File: config.mk
export PLATFORM = sky130hd
export DESIGN_NAME = seg_scan_decoder
export DESIGN_NICKNAME = d
export VERILOG_FILES = /design/src/rtl/seg_scan_decoder.sv
export SDC_FILE = /design/constraint.sdc
export NUM_CORES = 1
export LEC_CHECK = 0
export CAP_MARGIN = 10
export CORE_ASPECT_RATIO = 2
export CORE_MARGIN = 2
export CORE_UTILIZATION = 46
export CTS_BUF_LIST = sky130_fd_sc_hd__clkbuf_4 sky130_fd_sc_hd__clkbuf_8 sky130_fd_sc_hd__clkbuf_16
export CTS_CLUSTER_DIAMETER = 60
export DETAILED_ROUTE_END_ITERATION = 12
export HOLD_SLACK_MARGIN = 0.08
export PLACE_DENSITY_LB_ADDON = 0.15
export SLEW_MARGIN = 20
export SYNTH_ARGS = -nofsm -noshare
export SYNTH_HDL_FRONTEND = slang
export SYNTH_SLANG_ARGS = --single-unit
File: constraint.sdc
create_clock -name CLK100MHZ -period 7.7 [get_ports CLK100MHZ]
set_input_delay 0.77 -clock CLK100MHZ [delete_from_list [all_inputs] [get_ports CLK100MHZ]]
set_output_delay 0.77 -clock CLK100MHZ [all_outputs]
set_load 0.1 [all_outputs]
File: src/rtl/seg_scan_decoder.sv
// Recovers the hex value shown on each digit of an active-low multiplexed
// seven-segment bus, with frame accounting and sticky error flags.
module seg_scan_decoder #(
   parameter int N_DIGITS      = 8,
   parameter int STABLE_CYCLES = 4
) (
   input  logic                  CLK100MHZ,
   input  logic                  CPU_RESETN,
   input  logic [N_DIGITS-1:0]   AN,
   input  logic [6:0]            segment,
   input  logic                  DP,
   input  logic                  err_clr,
   output logic [4*N_DIGITS-1:0] digit_val,
   output logic [N_DIGITS-1:0]   digit_valid,
   output logic [N_DIGITS-1:0]   digit_dp,
   output logic                  frame_done,
   output logic [15:0]           frame_count,
   output logic                  err_anode,
   output logic                  err_pattern
);

   localparam int IW = (N_DIGITS > 1) ? $clog2(N_DIGITS) : 1;
   localparam logic [7:0] STABLE = 8'(STABLE_CYCLES);

   // {valid, nibble} for an active-low glyph; blank and illegal both give 0
   function automatic logic [4:0] decode(input logic [6:0] seg);
      case (seg)
         7'h40: decode = 5'h10;
         7'h79: decode = 5'h11;
         7'h24: decode = 5'h12;
         7'h30: decode = 5'h13;
         7'h19: decode = 5'h14;
         7'h12: decode = 5'h15;
         7'h02: decode = 5'h16;
         7'h78: decode = 5'h17;
         7'h00: decode = 5'h18;
         7'h10: decode = 5'h19;
         7'h08: decode = 5'h1A;
         7'h03: decode = 5'h1B;
         7'h46: decode = 5'h1C;
         7'h21: decode = 5'h1D;
         7'h06: decode = 5'h1E;
         7'h0E: decode = 5'h1F;
         default: decode = 5'h00;
      endcase
   endfunction

   logic                s_vld;
   logic [N_DIGITS-1:0] s_an;
   logic [N_DIGITS-1:0] prev_an;
   logic [6:0]          s_seg;
   logic                s_dp;
   logic [7:0]          cnt;
   logic [N_DIGITS-1:0] mask;

   logic [7:0]          zcnt;
   logic [IW-1:0]       idx;
   logic                onehot;
   logic                multi;
   logic [7:0]          cnt_nxt;
   logic                capture;
   logic [4:0]          dec;
   logic                blank;
   logic [N_DIGITS-1:0] mask_set;

   // s_vld keeps the all-zero post-reset sample from reading as multi-hot
   always_comb begin
      zcnt = '0;
      idx  = '0;
      for (int i = 0; i < N_DIGITS; i++) begin
         if (!s_an[i]) begin
            zcnt = zcnt + 8'd1;
            idx  = IW'(i);
         end
      end
      onehot = s_vld && (zcnt == 8'd1);
      multi  = s_vld && (zcnt > 8'd1);
      if (!onehot)
         cnt_nxt = '0;
      else if (s_an != prev_an)
         cnt_nxt = 8'd1;
      else if (cnt < STABLE)
         cnt_nxt = cnt + 8'd1;
      else
         cnt_nxt = cnt;
      capture = onehot && (cnt_nxt == STABLE) && (cnt != STABLE);
      dec      = decode(s_seg);
      blank    = (s_seg == 7'h7F);
      mask_set = mask;
      mask_set[idx] = 1'b1;
   end

   always_ff @(posedge CLK100MHZ) begin
      if (!CPU_RESETN) begin
         s_vld       <= 1'b0;
         s_an        <= '0;
         prev_an     <= '0;
         s_seg       <= '0;
         s_dp        <= 1'b0;
         cnt         <= '0;
         mask        <= '0;
         digit_val   <= '0;
         digit_valid <= '0;
         digit_dp    <= '0;
         frame_done  <= 1'b0;
         frame_count <= '0;
         err_anode   <= 1'b0;
         err_pattern <= 1'b0;
      end else begin
         s_vld      <= 1'b1;
         s_an       <= AN;
         s_seg      <= segment;
         s_dp       <= DP;
         prev_an    <= s_an;
         cnt        <= cnt_nxt;
         frame_done <= 1'b0;
         if (capture) begin
            digit_val[4*idx +: 4] <= dec[3:0];
            digit_valid[idx]      <= dec[4];
            digit_dp[idx]         <= ~s_dp;
            if (&mask_set) begin
               mask        <= '0;
               frame_done  <= 1'b1;
               frame_count <= frame_count + 16'd1;
            end else begin
               mask <= mask_set;
            end
         end
         // a fresh error outranks a simultaneous clear
         if (multi)
            err_anode <= 1'b1;
         else if (err_clr)
            err_anode <= 1'b0;
         if (capture && !dec[4] && !blank)
            err_pattern <= 1'b1;
         else if (err_clr)
            err_pattern <= 1'b0;
      end
   end

endmodule

==> flow_summary.toml, run 1 <==
[clocking]
clock_latency_ns = 0.36
clk_pin_slew_ns = 0.08
cts-hold-fix-buffers = 0
cts-root-buf = "clkbuf_16"
cts_tree = "done"
cts_made_buffers = 9
clock-sinks = 108
postCtsSetupBuffers = 0
clockBufferDepth = 2
cts.repair.resized = 0
cts_max_level = 3

[worst_setup_path]
end_kind = "flop"
crit_family = "simple AND/OR/NAND/NOR gates"
worst_path_most_repeated_cell = "ha_1"
critical_path_buf_inv_count = 2
required_ns = 7.96
worstPathMaxFanout = 27
crit_path_top_delay_cell = "or4_1"
crit_type = "flop to flop"
crit_path_cell_trace = "inv_1 -> ha_1 -> xor3_1 -> ha_1 -> nor2b_1 -> nor3_1 -> inv_1 -> ha_1 -> or2_2 -> nor2b_1 -> ha_1 -> o2bb2ai_1 -> ha_1 -> nor2b_1 -> xnor2_1 -> xnor2_1 -> a221o_1 -> or4_1 -> or4_1 -> a21oi_1"
slowest_delay_ns = 0.91
arrival_ns = 6.63
start_kind = "flop"

[final_layout]
fillCellCount = 1103
final_nets = 725
design_area_mm2 = 0.00667
synthToLayoutAreaGrowth_pct = 22.4
multi_input_area_mm2 = 0.00305
regArea_mm2 = 0.00216
drive_above_1_share_pct = 5.47
final_util_pct = 57.3
num_antenna_cells = 0

[floorplanning]
fp.dieH_um = 158
dieArea_mm2 = 0.0128
core-area_mm2 = 0.0116
num_rows = 56
floorplan.initialDensity_pct = 46.8
die_w_um = 80.9
io_pins = 86

[synth]
synth_most_common_cell = "dfxtp_1"
synth_top_area_cell = "dfxtp_1"
synthTopCellsByCount = "108 x dfxtp_1, 85 x nand2_1, 55 x mux2i_1"
ys_top_cells_by_area = "dfxtp_1 40%, mux2i_1 10%, nand2_1 5.9%"
ys_seq_area_share_pct = 39.7
synthCells = 627
yosysUniqueCellTypes = 61
synth_warnings = 0
ys_ff_latch = 108
synth_top_area_share_pct = 39.7
synth_nets = 662
syn_area_per_cell_um2 = 8.69
synth_edf_count = 0
async_flop_share_pct = 0
synth_ff_type = "dfxtp_1"
netlist_area_mm2 = 0.00545

[detailed_routing]
viasPerCell = 5.58
dr.pass1.iters = 8
ant_nets = 0
wl_per_cell_um = 16.2
drt-initial-drc-count = 211
remaining_drc_errors = 0
wl_um = 13600
vias = 4683

[status]
status = "complete, no violations"

[placement]
portBuffers = 85
place_area_mm2 = 0.00635
dp_hpwl_um = 10200
gp_congestion = 0.899

[grt]
grt_max_degree = 82
grt_pass1_vias = 4595
grt_usage_pct = 22.7
grt_pass1_wl_um = 22400
grt_overflow_total = 0
antenna_found_initial = 0

[timing]
fin_crit_sh_pct = 82.8
fmax_mhz = 157
fin_skew_ns = 0.00953
max_slew_margin_pct = 33.3
setup_tns_ns = 0
hold_violations = 0
worst_slew_pin_slew_ns = 0.998
slew_viol_final = 0
rsz0062_at_grt = "false"
finalCriticalPeriod_ns = 6.37
setup_viol = 0

[min_path]
worstHoldPathType = "flop to flop"

[power_and_ir_drop]
fin_total_pwr_mw = 1.33
p_leak_nw = 2.65
ir_drop_mv = 0.152
power_density_mw_per_mm2 = 200

[flow_run]
drv_cap = 0
[placed cells by master, fill, tap and decap left out, drive strengths merged, types with 12 or more instances in the layout]
| cell type | n |
|---|---|
| a21oi | 25 |
| and2 | 24 |
| clkdlybuf4s50 | 84 |
| dfxtp | 108 |
| ha | 16 |
| inv | 27 |
| mux2i | 55 |
| nand2 | 85 |
| nand3 | 30 |
| nand4 | 18 |
| nor2 | 36 |
| nor2b | 17 |
| nor3 | 12 |
| o31ai | 13 |
| or4 | 14 |
| xnor2 | 17 |
[through the flow]
| stage | hold slack [ns] | worst slack [ns] | cells |
|---|---|---|---|
| 2_1_floorplan | 0.431 | 2.14 | 627 |
| 3_3_place_gp | 0.442 | 1.55 | 824 |
| 3_5_place_dp | 0.445 | 1.37 | 824 |
| 4_1_cts | 0.467 | 1.34 | 840 |
| 5_1_grt | 0.479 | 0.956 | 840 |
| 6_report | 0.464 | 1.33 | 840 |
[metal layers]
metal	track usage (%)	vias to the layer above	routed length (µm)
met5	0	-	0
met4	7.67	0	252
met3	3.71	20	446
met2	43.5	107	7720
met1	24.1	2234	5220
li1	-	2322	-
[registers in the layout (all words and copies together) (netlist names), 7 cells and up]
register	count
frame_count	16
digit_valid	8
prev_an	8
s_an	8
digit_val	32
s_seg	7
digit_dp	8
cnt	8
mask	8
[path summary, 6_finish.rpt]
check	start	to	slack (ns)	cells after the start
hold / removal	cnt[3]$_SDFF_PN0_	cnt[3]$_SDFF_PN0_	0.46	1
setup / recovery	s_an[1]$_SDFF_PN0_	frame_count[8]$_SDFFE_PN0P_	1.33	20
hold reg to reg	cnt[3]$_SDFF_PN0_	cnt[3]$_SDFF_PN0_	0.46	1
setup reg to reg	s_an[1]$_SDFF_PN0_	frame_count[8]$_SDFFE_PN0P_	1.33	20
[cell families after synthesis]
| logic type | Yosys count | share of synthesized area (%) |
|---|---|---|
| compound gates | 78 | 9.67 |
| xor+xnor | 23 | 4.89 |
| fa+ha+maj | 16 | 3.68 |
| buf+inv | 61 | 4.50 |
| flops | 108 | 39.7 |
| mux | 55 | 10.1 |
| simple gates | 286 | 27.5 |
[area by class of cell]
cell class                      count  area share [%]
Multi-Input combinational cell    458            45.7
Sequential cell                   108            32.4
Timing Repair Buffer               88            13.0
Clock buffer                       10            3.58
Tap cell                          145            2.72
Inverter                           25            1.41
Clock inverter                      6            1.18
[where the power goes]
group,internal [mW],switching [mW]
registers,0.567,0.0155
clock network,0.268,0.225
logic,0.107,0.152
total,0.942,0.392
Note: power is estimated with default switching activity, not from simulation.
==> inputs of run 2 (changes only) <==
==> constraint.sdc (replaced) <==
create_clock -name CLK100MHZ -period 6.5 [get_ports CLK100MHZ]
set_input_delay 0.65 -clock CLK100MHZ [delete_from_list [all_inputs] [get_ports CLK100MHZ]]
set_output_delay 0.65 -clock CLK100MHZ [all_outputs]
set_load 0.1 [all_outputs]
==> run 2 against run 1 <==
Sequential share of layout area down 0.055 points. Global-route usage is 0.13 points lower. Wire length grew 1.0%. Highest routed layer unchanged.
==> flow_summary.toml, run 2 (synthesis gave the netlist of run 1 again) <==
[detailed_routing]
dr.pass1.iters = 4
vias = 4748
ant_nets = 0
wl_per_cell_um = 16.4
wl_um = 13800
drt-initial-drc-count = 213
remaining_drc_errors = 0
viasPerCell = 5.64

[timing]
max_slew_margin_pct = 33.5
hold_violations = 0
worst_slew_pin_slew_ns = 0.995
fin_crit_sh_pct = 95.0
fmax_mhz = 162
rsz0062_at_grt = "false"
setup_tns_ns = 0
slew_viol_final = 0
finalCriticalPeriod_ns = 6.18
fin_skew_ns = 0.00669
setup_viol = 0

[clocking]
cts.repair.resized = 0
clock_latency_ns = 0.35
clk_pin_slew_ns = 0.07
cts_made_buffers = 9
cts_tree = "done"
cts-hold-fix-buffers = 0
clock-sinks = 108
cts-root-buf = "clkbuf_16"
cts_max_level = 3
postCtsSetupBuffers = 0
clockBufferDepth = 2

[final_layout]
final_util_pct = 57.4
largest-register = "digit_val"
final_cells = 842
final_nets = 727
layout_commonest_cell = "dfxtp_1"
fillCellCount = 1108
regArea_mm2 = 0.00216
design_area_mm2 = 0.00668
largest_reg_flops = 32
drive_above_1_share_pct = 5.88
num_antenna_cells = 0
synthToLayoutAreaGrowth_pct = 22.7
layout_common_cells = "108 x dfxtp_1, 85 x nand2_1, 84 x clkdlybuf4s50_1, 55 x mux2i_1, 36 x nor2_1"
multi_input_area_mm2 = 0.00305
reg_top3 = "digit_val (32), frame_count (16)"

[power_and_ir_drop]
power_density_mw_per_mm2 = 236
ir_drop_mv = 0.176
p_leak_nw = 2.67

[grt]
grt_overflow_total = 0
grt_pass1_wl_um = 22600
grt_max_degree = 86
grt_pass1_vias = 4771
antenna_found_initial = 0
grt_usage_pct = 22.5

[status]
status = "complete, no violations"

[placement]
dp_cells = 826
portBuffers = 85
gp_congestion = 0.899
place_area_mm2 = 0.00637
dp_hpwl_um = 10300

[worst_setup_path]
crit_type = "flop to flop"
crit_path_cell_trace = "inv_1 -> ha_1 -> xor3_1 -> ha_1 -> nor2b_1 -> nor3_1 -> inv_1 -> ha_1 -> or2_2 -> nor2b_1 -> ha_1 -> o2bb2ai_1 -> ha_1 -> nor2b_1 -> xnor2_1 -> xnor2_1 -> a221o_1 -> or4_4 -> or4_1 -> a21oi_1"
crit_path_top_delay_cell = "or4_4"
worstPathMaxFanout = 27
critical_path_buf_inv_count = 2
start_kind = "flop"
arrival_ns = 6.44
slowest_delay_ns = 0.71
end_kind = "flop"
required_ns = 6.76
crit_family = "simple AND/OR/NAND/NOR gates"
worst_path_most_repeated_cell = "ha_1"

[flow_run]
drv_cap = 0

[floorplanning]
core-area_mm2 = 0.0116
io_pins = 86
dieArea_mm2 = 0.0128
fp.dieH_um = 158
floorplan.initialDensity_pct = 46.8
num_rows = 56
die_w_um = 80.9

[min_path]
worstHoldPathType = "flop to flop"
[run 2: cell types whose count changed in the layout (fill, tap and decap cells not counted)]
cell,change
buf_4,+2
inv_8,-2
clkinv_2,+1
clkinv_4,+1
clkinvlp_4,-1
inv_6,+1
or4_1,-1
or4_4,+1
[run 2: power by group]
group	internal, mW	switching, mW	total [mW]	leakage (nW)
clock	0.314	0.255	0.569	0.151
sequential	0.671	0.0172	0.689	0.876
combinational	0.134	0.186	0.320	1.64
total	1.12	0.459	1.58	2.67
[run 2: worst paths after layout]
path	startpoint	cells past startpoint	slack, ns	endpoint
setup reg to reg	s_an[1]$_SDFF_PN0_	20	0.32	frame_count[12]$_SDFFE_PN0P_
setup / recovery	s_an[1]$_SDFF_PN0_	20	0.32	frame_count[12]$_SDFFE_PN0P_
hold / removal	cnt[3]$_SDFF_PN0_	1	0.46	cnt[3]$_SDFF_PN0_
hold reg to reg	cnt[3]$_SDFF_PN0_	1	0.46	cnt[3]$_SDFF_PN0_
[run 2: per-stage QoR]
step,worst slack (ns),power [mW],hold slack (ns)
finish,0.324,1.58,0.462
global route,0.0647,1.64,0.481
CTS,0.0983,1.59,0.467
detailed placement,0.123,1.02,0.445
global placement,0.354,1.01,0.444
floorplan,0.941,0.929,0.431
[run 2: routing by layer]
layer	up-vias	track usage (%)	routed length, µm
li1	2322	-	-
met1	2306	23.2	5120
met2	100	44.2	7960
met3	20	3.53	423
met4	0	7.67	278
met5	-	0	0
[run 2: worst register-to-register path: stages (launching register included)]
cell and delay, ns:
dfxtp_1 0.43, inv_1 0.11, ha_1 0.51, xor3_1 0.54, ha_1 0.29, nor2b_1 0.15, nor3_1 0.34, inv_1 0.09
ha_1 0.29, or2_2 0.30, nor2b_1 0.15, ha_1 0.33, o2bb2ai_1 0.14, ha_1 0.23, nor2b_1 0.14, xnor2_1 0.21
xnor2_1 0.11, a221o_1 0.34, or4_4 0.71, or4_1 0.53, a21oi_1 0.15
[run 2: layout make-up]
type	count	area share, %
multi-input cells	458	45.6
flip-flops and latches	108	32.4
repair buffers	90	13.2
clock buffers	10	3.58
well taps	145	2.72
inverters	25	1.40
clock inverters	6	1.07
==> inputs of run 3 (changes only) <==
--- a/config.mk
+++ b/config.mk
@@ -13,7 +13,7 @@
 export CTS_CLUSTER_DIAMETER = 60
 export DETAILED_ROUTE_END_ITERATION = 12
 export HOLD_SLACK_MARGIN = 0.08
-export PLACE_DENSITY_LB_ADDON = 0.15
+export PLACE_DENSITY = 0.8
 export SLEW_MARGIN = 20
 export SYNTH_ARGS = -nofsm -noshare
 export SYNTH_HDL_FRONTEND = slang
==> run 3 against run 2 <==
Sequential power about the same. Clock skew up 0.0036 ns. First-iteration DRC count increased by 19%. Worst hold slack better by 0.0030 ns. Non-clock buffer count unchanged. Via count decreased by 0.67%. Final area decreased by 0.52%. Global-route usage down 0.16 points. Sequential share of layout area is 0.17 points higher. Highest routed layer unchanged. Critical path depth rose by 1. Combinational power decreased by 4%. Final cell count unchanged.
==> flow_summary.toml, run 3 (synthesis gave the netlist of run 1 again) <==
[status]
status = "complete, no violations"

[timing]
worst_slew_pin_slew_ns = 1.00
slew_viol_final = 0
fin_crit_sh_pct = 93.8
hold_violations = 0
max_slew_margin_pct = 33.1
setup_viol = 0
setup_tns_ns = 0
finalCriticalPeriod_ns = 6.10
fin_skew_ns = 0.0103
rsz0062_at_grt = "false"
fmax_mhz = 164

[final_layout]
synthToLayoutAreaGrowth_pct = 22.0
largest_reg_flops = 32
fillCellCount = 1091
reg_top3 = "digit_val (32), frame_count (16)"
num_antenna_cells = 0
largest-register = "digit_val"
final_nets = 727
layout_commonest_cell = "dfxtp_1"
final_util_pct = 57.1
layout_common_cells = "108 x dfxtp_1, 85 x nand2_1, 84 x clkdlybuf4s50_1, 55 x mux2i_1, 36 x nor2_1"
drive_above_1_share_pct = 5.74

[worst_setup_path]
r2r_start = "s_an[1]$_SDFF_PN0_"
required_ns = 6.75
crit_start = "s_an[1]$_SDFF_PN0_"
start_kind = "flop"
worstPathMaxFanout = 27
reg2reg_depth = 21
arrival_ns = 6.35
end_kind = "flop"
crit_type = "flop to flop"

[clocking]
cts-root-buf = "clkbuf_16"
clockBufferDepth = 2
clk_pin_slew_ns = 0.07
postCtsSetupBuffers = 0
clock-sinks = 108
cts.repair.resized = 0
cts_max_level = 3
cts_tree = "done"
cts-hold-fix-buffers = 0
clock_latency_ns = 0.35
cts_made_buffers = 9

[floorplanning]
num_rows = 56
dieArea_mm2 = 0.0128
fp.dieH_um = 158
die_w_um = 80.9
io_pins = 86
floorplan.initialDensity_pct = 46.8
core-area_mm2 = 0.0116

[placement]
portBuffers = 85
dp_hpwl_um = 9980
gp_congestion = 0.924

[grt]
antenna_found_initial = 0
grt_pass1_wl_um = 22500
top_usage_layer = "met2"
use_met3_pct = 4.39
grt_max_degree = 86
grt_usage_pct = 22.4
met1_usage_pct = 23.3
met2_usage_pct = 41.2
grt_pass1_vias = 4790
grt_overflow_total = 0

[detailed_routing]
wl_um = 13400
dr.pass1.iters = 5
drt-initial-drc-count = 254
viasPerCell = 5.60
vias = 4716
remaining_drc_errors = 0
ant_nets = 0
wl_per_cell_um = 15.9

[min_path]
worstHoldPathType = "flop to flop"
hp-start = "cnt[3]$_SDFF_PN0_"
whs_path_depth = 1

[flow_run]
drv_cap = 0

[power_and_ir_drop]
ir_drop_mv = 0.146
p_leak_nw = 2.65
power_density_mw_per_mm2 = 227
-- run 3: layout make-up --
cell class	count	area, µm²	share of cell area, %
Sequential cell	108	2160	32.5
Multi-Input combinational cell	458	3050	45.8
Inverter	25	93.8	1.41
Tap cell	145	181	2.73
Clock inverter	6	46.3	0.697
Clock buffer	10	233	3.50
Timing Repair Buffer	90	883	13.3
-- run 3: power breakdown --
group | leakage, nW | switching (mW) | internal (mW)
combinational | 1.64 | 0.181 | 0.127
sequential | 0.876 | 0.0170 | 0.672
clock | 0.133 | 0.247 | 0.267
-- run 3: metrics by stage --
stage	power [mW]	cells	hold slack, ns	setup WS (ns)	area [µm²]
6_report	1.51	842	0.465	0.404	6650
5_1_grt	1.58	842	0.485	0.0410	6650
4_1_cts	1.51	842	0.465	0.458	6650
3_5_place_dp	1.00	826	0.446	0.474	6370
3_3_place_gp	0.999	826	0.442	0.630	6370
2_1_floorplan	0.929	627	0.431	0.941	5450
-- run 3: worst paths after layout --
| kind | to | slack, ns |
|---|---|---|
| max | frame_count[7]$_SDFFE_PN0P_ | 0.40 |
| min | cnt[3]$_SDFF_PN0_ | 0.46 |
| max reg2reg | frame_count[7]$_SDFFE_PN0P_ | 0.40 |
| min reg2reg | cnt[3]$_SDFF_PN0_ | 0.46 |
-- run 3: critical path, cell delays in order (launching register included) --
cell and delay [ns]:
dfxtp_1 0.46, inv_1 0.12, ha_1 0.50, xor3_1 0.54
ha_1 0.29, nor2b_1 0.15, nor3_1 0.31, inv_1 0.09
ha_1 0.29, or2_2 0.32, nor2b_1 0.15, ha_1 0.31
o2bb2ai_1 0.14, ha_1 0.22, nor2b_1 0.13, xnor2_1 0.15
xnor2_1 0.13, a221o_1 0.32, or4_1 0.52, buf_4 0.22
or4_1 0.49, a21oi_1 0.16
-- run 3: metal layers --
layer | share of wire, % | up-vias
met5 | 0 | -
met4 | 3.5 | 0
met3 | 3.6 | 34
met2 | 56 | 120
met1 | 37 | 2244
li1 | - | 2318
